$ cat src/rtl/axi_rd_arbiter.sv
// Two-master AXI-lite read arbiter (AR/R) with one outstanding read; grant held from AR select to R handshake.
// Build option: AXI_RD_ARB_RR_EN selects round-robin on simultaneous requests, otherwise LSU (m1) has fixed priority.
module axi_rd_arbiter #(
   parameter int unsigned ADDR_W = 32,
   parameter int unsigned DATA_W = 32
) (
   input  logic              clk,
   input  logic              rst,
   input  logic              m0_arvalid,
   input  logic [ADDR_W-1:0] m0_araddr,
   output logic              m0_arready,
   output logic              m0_rvalid,
   output logic [DATA_W-1:0] m0_rdata,
   input  logic              m0_rready,
   input  logic              m1_arvalid,
   input  logic [ADDR_W-1:0] m1_araddr,
   output logic              m1_arready,
   output logic              m1_rvalid,
   output logic [DATA_W-1:0] m1_rdata,
   input  logic              m1_rready,
   output logic              s_arvalid,
   output logic [ADDR_W-1:0] s_araddr,
   input  logic              s_arready,
   input  logic              s_rvalid,
   input  logic [DATA_W-1:0] s_rdata,
   output logic              s_rready
);

   typedef enum logic [1:0] {
      IDLE,
      ADDR,
      DATA
   } state_t;

   state_t state;
   logic   grant;
   logic   last;
   logic   winner;
   logic   gnt_arvalid;
   logic   gnt_rready;
   logic   in_addr;
   logic   in_data;

   // With no request the winner is never registered; defaulting to last keeps it observable in both builds.
   always_comb begin
      winner = last;
      if (m0_arvalid && m1_arvalid) begin
`ifdef AXI_RD_ARB_RR_EN
         winner = ~last;
`else
         winner = 1'b1;
`endif
      end else if (m0_arvalid || m1_arvalid) begin
         winner = m1_arvalid;
      end
   end

   assign gnt_arvalid = grant ? m1_arvalid : m0_arvalid;
   assign gnt_rready  = grant ? m1_rready  : m0_rready;

   always_ff @(posedge clk or posedge rst) begin
      if (rst) begin
         state <= IDLE;
         grant <= 1'b0;
         last  <= 1'b1;
      end else begin
         case (state)
            IDLE: begin
               if (m0_arvalid || m1_arvalid) begin
                  grant <= winner;
                  state <= ADDR;
               end
            end
            ADDR: begin
               // A granted master withdrawing its request before acceptance abandons the slot.
               if (gnt_arvalid && s_arready) begin
                  state <= DATA;
               end else if (!gnt_arvalid) begin
                  state <= IDLE;
               end
            end
            DATA: begin
               if (s_rvalid && gnt_rready) begin
                  last  <= grant;
                  state <= IDLE;
               end
            end
            default: state <= IDLE;
         endcase
      end
   end

   assign in_addr = (state == ADDR);
   assign in_data = (state == DATA);

   assign s_arvalid  = in_addr && gnt_arvalid;
   assign s_araddr   = grant ? m1_araddr : m0_araddr;
   assign m0_arready = in_addr && !grant && s_arready;
   assign m1_arready = in_addr &&  grant && s_arready;

   assign s_rready   = in_data && gnt_rready;
   assign m0_rvalid  = in_data && !grant && s_rvalid;
   assign m1_rvalid  = in_data &&  grant && s_rvalid;
   assign m0_rdata   = s_rdata;
   assign m1_rdata   = s_rdata;

endmodule

$ cat config.mk
export PLATFORM = sky130hd
export DESIGN_NAME = axi_rd_arbiter
export DESIGN_NICKNAME = d
export VERILOG_FILES = /design/src/rtl/axi_rd_arbiter.sv
export SDC_FILE = /design/constraint.sdc
export NUM_CORES = 1
export LEC_CHECK = 0
export ABC_AREA = 1
export CORE_AREA = 2 2 80 82
export CTS_CLUSTER_DIAMETER = 200
export CTS_CLUSTER_SIZE = 20
export DETAILED_ROUTE_END_ITERATION = 8
export DIE_AREA = 0 0 82 84
export DONT_BUFFER_PORTS = 1
export GPL_TIMING_DRIVEN = 0
export SLEW_MARGIN = 20
export SYNTH_ARGS = -nofsm -noshare
export SYNTH_HDL_FRONTEND = slang
export SYNTH_SLANG_ARGS = --single-unit
$ cat constraint.sdc
create_clock -name clk -period 1.6 [get_ports clk]
set_clock_uncertainty 0.15 [all_clocks]
set_input_delay 0.32 -clock clk [delete_from_list [all_inputs] [get_ports clk]]
set_output_delay 0.32 -clock clk [all_outputs]
set_load 0.1 [all_outputs]
**Word level (Yosys, flattened, before mapping)**

Index checks and enable logic that the tools add are counted.

- Flip-flop bits (word level): 3
- Output and inout bits: 102
- Logic and storage cells: 34

- Eq/ne operators: 5
- Multiplexer cells: 9
- Reduce and logical (&&, ||, !) cells: 18

Operators with widths:

| cell | count |
|---|---|
| $mux W32 | 1 |
| $logic_and A1 B1 Y1 | 13 |
| $mux W2 | 4 |
| $pmux W2 S3 | 1 |
| $mux W1 | 3 |
| $ne A3 B2 Y1 const B | 1 |
| $reduce_and A3 Y1 | 1 |
| $eq A2 B1 Y1 const B | 1 |
| $eq A2 B2 Y1 const B | 1 |
| $logic_not A2 Y1 | 1 |
| $ne A2 B1 Y1 const B | 1 |
| $ne A2 B2 Y1 const B | 1 |
| $reduce_and A2 Y1 | 1 |
| $logic_not A1 Y1 | 1 |
| $logic_or A1 B1 Y1 | 1 |

**Depth between registers and ports, before layout**

Gate-level depths: netlist of the first run.

- Depth after elaboration: 4
- Gate-level depth with buffers: 5

**Least setup slack after synthesis of the first run**

Ideal clock, no wire load.

- Path kind: register to output
- From: register grant
- To: output m0_rvalid
- Data arrival time: 2.593 ns
- Setup slack: -1.463 ns
- Cell stages (with the launch flop): 3
- Cell sequence: dfrtp_1 -> buf_6 -> nor3_1

- Word-level cells in the longest chain between the ends: 3

Ends and longest elaborated chain:

| what | RTL line | RTL |
|---|---|---|
| from (decl) | 36 | `logic grant;` |
| from (signal assigned) | 70 | `grant <= winner;` |
| $logic_not A1 Y1 | 102 | `assign m0_rvalid = in_data && !grant && s_rvalid;` |
| $logic_and A1 B1 Y1 (2 in a row) | 102 |  |
| to (decl) | 12 | `output logic m0_rvalid,` |

Every way passes these cells.

**Final worst setup path of the first run**

- From: register state[0]
- To: output m0_rvalid

- Word-level cells in the longest chain between the ends: 3

Ends and longest elaborated chain:

| what | RTL line | RTL |
|---|---|---|
| from (decl) | 35 | `state_t state;` |
| from (signal assigned) | 63 | `state <= IDLE;` |
| from (signal assigned) | 71 | `state <= ADDR;` |
| from (signal assigned) | 77 | `state <= DATA;` |
| $eq A2 B2 Y1 | 94 | `assign in_data = (state == DATA);` |
| $logic_and A1 B1 Y1 (2 in a row) | 102 |  |

Every way passes these cells.

==> flow_summary.ini, run 1 <==
[clocking]
clk_transition_reported_paths_ps = 30
ctsHtreeMaxLevel = 1
clock_sinks = 3
cts_tree = yes
cts_max_path_buffers = 2
cts_buffers = 3
clockRootBuffer = clkbuf_8
clk_latency_ps = 210

[final_layout]
drive_gt1_frac = 0.902
area_growth_pct = 164
multi_input_area_sq_mm = 0.00168
seq_area_sq_um = 76.3
n_antenna_cell = 0
n_fill_cell = 518
nets = 351

[grt]
grt_pass1_wl_mm = 6.39
grt_overflow = 0
grt_pass1_vias = 1269
track_usage = 0.123
grt_max_degree = 11
antenna_found_initial = 0

[floorplanning]
die_h_um = 84
dieArea_sq_mm = 0.00689
io_pins = 206
row_count = 29
die_w_um = 82
core_area_sq_mm = 0.00610
initial_core_util = 0.184

[routing]
drc = 0
wl_per_cell_um = 15.3
drt_iter0_drc = 3
dr_wl_met3_um = 700
highest_layer = met4
firstDrtPassIters = 2
routed_wl_mm = 4.95
route.layer.met1.wl_mm = 1.42
vias = 1355
route.met2.wl_mm = 2.81
ant_nets = 0
viasPerCell = 4.20

[sta]
setup_viol = 40
setup_slack_ps = -473
slew_headroom = 0.325
min_period_over_period = 1.30
worst_pin_slew_ps = 1010
hold_viol_final = 0
holdWs_ps = 81.2
rsz0062_at_grt = yes
final_max_slew_viol_count = 0
max_freq_mhz = 482
period_needed_ps = 2070

[synth]
ys_ff_latch = 3
syn_area_per_cell_sq_um = 5.51
synth_area_sq_mm = 0.00112
syn_nets = 308
postSynthCellCount = 204
seq_area_frac_synth = 0.0668
ys_warn_count = 0
ys_types = 14
synth_top_cell_area_share = 0.428
synthTopCellsByArea = buf_4 43%, nand2_1 36%, dfrtp_1 6.7%
yosysTopAreaCell = buf_4

[outcome]
status = finished, violations left
violations = setup timing

[setup_path]
cp-start-kind = flop
crit_chain = inv_2 -> nand2_4 -> nor3_4
critPathMaxFanout = 3
arrival_ps = 1600
critPathBufInv = 1
crit_family = simple AND/OR/NAND/NOR gates
crit_path_end_kind = output pin
required_ps = 1130
slowest_delay_ps = 830
cp_slowest_cell = nor3_4
path_class = reg2out

[job]
cap_violations = 0

[placed_design]
place.gp.congestion = 0.698
io_buffers = 0
post-dp-hpwl_mm = 3.20

[min_path]
hold_path.class = in2reg
[cell type report]
cell class	count	area share
inverter	8	0.0109
sequential	3	0.0257
tap	77	0.0324
timing repair buffer	40	0.159
buffer	69	0.192
clock buffer	4	0.0152
multi-input combinational	122	0.565
[synthesized netlist by cell type (all sizes together)]
cell type / instances
nor2: 5
clkbuf: 3
nor3: 2
nand2: 110
nand3: 3
inv: 8
dfrtp: 3
o21ai: 1
and2: 1
buf: 68
[logic make-up after synthesis]
logic type / after synthesis / synth area share
compound gates: 1 / 0.00445
buf+inv: 79 / 0.514
flops: 3 / 0.0668
simple gates: 121 / 0.414
[layer usage]
metal	GRT usage	up-vias
met2	0.245	117
met1	0.115	607
met3	0.0379	2
met4	0.0318	0
li1	-	629
met5	0	-
[final timing paths]
kind                       startpoint        end  slack (ps)  cells after the start
hold / removal             m1_arvalid      grant          80                      2
hold reg to reg              state[0]      grant         410                      3
max in group asynchronous         rst   state[1]         870                      2
setup / recovery             state[0]  m0_rvalid        -470                      3
setup reg to reg                grant   state[1]         -10                     10
min in group asynchronous         rst      grant         280                      2
[layout by cell type, fill, tap and decap left out]
cell type | Yosys | final
nand3_2 | 0 | 2
buf_8 | 0 | 2
nor2_4 | 0 | 4
nor2_1 | 5 | 1
dfrtp_1 | 3 | 2
dlygate4sd3_1 | 0 | 1
inv_2 | 1 | 1
nand2_4 | 0 | 17
nand2_1 | 109 | 11
buf_6 | 1 | 18
clkbuf_16 | 0 | 1
clkbuf_1 | 0 | 1
nand2_2 | 1 | 23
nor3_4 | 0 | 2
buf_12 | 0 | 5
nand2_8 | 0 | 59
nand3_1 | 3 | 1
inv_4 | 0 | 1
o21ai_0 | 1 | 1
and2_4 | 0 | 1
clkbuf_8 | 3 | 3
inv_1 | 7 | 6
buf_4 | 64 | 79
buf_16 | 0 | 3
dfrtp_2 | 0 | 1
[registers in the layout, summed over array words and instances (netlist names)]
| name | flops |
|---|---|
| grant | 1 |
| state | 2 |
[through the flow]
step / setup TNS, ps / instances / setup slack [ps] / cell area (sq um) / utilization
after floorplan: -643 / 204 / -195 / 1410 / -
after global placement: -4330 / 281 / -250 / 1500 / 0.246
after detailed placement: -4860 / 281 / -249 / 1500 / 0.246
after CTS: -10400 / 310 / -447 / 2660 / 0.437
after global routing: -12360 / 323 / -509 / 2970 / 0.487
final: -10470 / 323 / -473 / 2970 / 0.487
[repair_timing]
item | 4_1_cts | 5_1_grt
hold endpoints to repair | 3 | 0
gates cloned | 3 | 0
endpoints found under the setup margin | 38 | 38
hold buffers | 1 | 0
setup buffers | 22 | 19
resized for setup | 169 | 47
pin swaps | 40 | 45
Power of run 1 is not shown: default switching activity piles up to over one toggle a cycle in this logic, so the estimate is an artifact.
==> run 2, diff against run 1 <==
CAP_MARGIN = 20   (was unset)
CTS_CLUSTER_DIAMETER = 80   (was 200)
==> results of run 2 <==
The final DEF is identical to that of run 1; final timing and power are the same.
Power of run 2 is left out for the same reason.
==> run 3, diff against run 2 <==
ABC_AREA = unset   (was 1)
==> run 3 against run 2 <==
Against the previous run:
- the run still ends with setup timing left
- wire length shrank 36%
- register-to-register slack gained 120 ps
- worst hold slack gained 23 ps
- critical path depth shrank 1
- critical path type unchanged
==> flow_summary.ini, run 3 <==
[outcome]
status = finished, violations left
violations = setup timing

[final_layout]
final_common_cell = buf_4
stdcell_area_sq_mm = 0.00157
n_antenna_cell = 0
area_growth_pct = 47.5
top_regs = state x2, grant x1
nets = 246
largest_reg_flops = 2
n_fill_cell = 645
regMostFlops = state
final-instance-count-excl-fill = 218
drive_gt1_frac = 0.887
final_core_utilization = 0.258
final_cell_mix = 68 x buf_4, 32 x mux2_4, 6 x buf_6

[sta]
tns_ps = -10410
max_freq_mhz = 475
slew_headroom = 0.338
hold_viol_final = 0
setup_viol = 38
period_needed_ps = 2110
final_max_slew_viol_count = 0
holdWs_ps = 104
worst_pin_slew_ps = 989
setup_slack_ps = -506
rsz0062_at_grt = yes
min_period_over_period = 1.32

[power]
ir_drop_mv = 0.985
power.leakage_nw = 0.813
powerDensity_mw_per_mm2 = 3120
finalPower_mw = 4.90

[synth]
yosysMostFrequentCell = buf_4
ys_warn_count = 0
synth_area_sq_mm = 0.00106
synth-async-reset-ratio = 1.00
syn_area_per_cell_sq_um = 8.52
synthTopCellsByArea = buf_4 47%, mux2_2 34%, dfrtp_1 7.1%
ys_types = 15
yosysTopAreaCell = buf_4
syn_nets = 229
synth_top_cell_area_share = 0.465
ys_ff_latch = 3
synth_common_cells = 66 x buf_4, 32 x mux2_2, 5 x nor2_1, 3 x dfrtp_1, 3 x nor2b_1
synth-edff-count = 0
ys.flop_type = dfrtp_1
seq_area_frac_synth = 0.0705
postSynthCellCount = 125

[setup_path]
r2r_end = state[0]
r2r_slack_ps = 110
reg2reg_depth = 6
arrival_ps = 1640
required_ps = 1130
cp-startpoint = state[0]
critPathMaxFanout = 5
cp-start-kind = flop
r2r_start = grant
crit_end = m0_rvalid
path_class = reg2out
crit_path_end_kind = output pin

[grt]
grt_pass1_wl_mm = 3.84
grt_max_degree = 11
antenna_found_initial = 0
track_usage = 0.0747
grt_overflow = 0
grt_pass1_vias = 752

[routing]
routed_wl_mm = 3.16
wl_per_cell_um = 14.5
ant_nets = 0
viasPerCell = 3.93
drt_iter0_drc = 11
drc = 0
vias = 857
firstDrtPassIters = 3

[floorplanning]
io_pins = 206
dieArea_sq_mm = 0.00689
die_w_um = 82
row_count = 29
initial_core_util = 0.175
die_h_um = 84
core_area_sq_mm = 0.00610

[clocking]
clk_transition_reported_paths_ps = 30
clock_sinks = 3
ctsHtreeMaxLevel = 1
cts_tree = yes
clockRootBuffer = clkbuf_8
cts_max_path_buffers = 2
clk_latency_ps = 210
cts_buffers = 3

[placed_design]
dpl.cell_count = 202
place.gp.congestion = 0.671
io_buffers = 0
post-dp-hpwl_mm = 2.56
place_ws_ps = -449
dpl_cell_area_sq_mm = 0.00121

[job]
cap_violations = 0

[min_path]
hold_path.class = in2reg
[run 3: changes by cell type in the layout (fill, tap and decap cells not counted), moves of 9 or more]
cell / delta
nand2_8: -59
nand2_2: -23
nand2_1: -9
buf_4: -11
nand2_4: -17
mux2_4: +32
buf_6: -12
[run 3: worst min path at each step]
stage                from  endpoint  slack, ps  depth (start not counted)
2_1_floorplan         rst     grant        -80                          1
3_3_place_gp          rst     grant        -70                          1
3_5_place_dp          rst     grant        -60                          1
4_1_cts        m1_arvalid     grant        100                          1
5_1_grt        m1_arvalid     grant        110                          1
6_report       m1_arvalid     grant        100                          1
[run 3: area by class of cell]
type,instances,area [sq um],share of cell area
Inverter,2,7.51,0.00478
Tap cell,77,96.3,0.0614
Clock buffer,4,45.0,0.0287
Buffer,68,547,0.348
Multi-Input combinational cell,52,667,0.425
Timing Repair Buffer,12,131,0.0837
Sequential cell,3,76.3,0.0486
[run 3: where the power goes]
part           leakage [nW]  total, mW  internal, mW  switching, mW
Combinational         0.755       4.51          1.17           3.34
Sequential           0.0355      0.175         0.116         0.0589
Clock                0.0228      0.218         0.170         0.0484
[run 3: kinds of logic after synthesis]
| kind of cell | Yosys count | synth area share |
|---|---|---|
| compound gates | 4 | 0.0259 |
| flops | 3 | 0.0705 |
| mux | 34 | 0.357 |
| buf+inv | 70 | 0.482 |
| simple gates | 14 | 0.0646 |
[run 3: layer usage]
| metal | vias to the layer above | part of all wire | global-route usage |
|---|---|---|---|
| met1 | 398 | 0.34 | 0.0874 |
| met3 | 0 | 0.12 | 0.0281 |
| met2 | 79 | 0.54 | 0.126 |
| met5 | - | 0 | 0 |
| li1 | 380 | - | - |
| met4 | 0 | 0 | 0.0182 |
[run 3: critical path, stage by stage (launching register included)]
cell and delay [ps]:
dfrtp_2 430, nand2b_4 160, nor3_4 820
[run 3: timing repair]
action | in CTS | in global routing
hold buffers | 1 | 0
pin swaps | 1 | 2
cloned | 0 | 0
endpoints found under the setup margin | 38 | 39
hold endpoints to repair | 3 | 0
buffers inserted | 5 | 7
gates resized for setup | 43 | 18
Power figures use the tool's default switching activity.
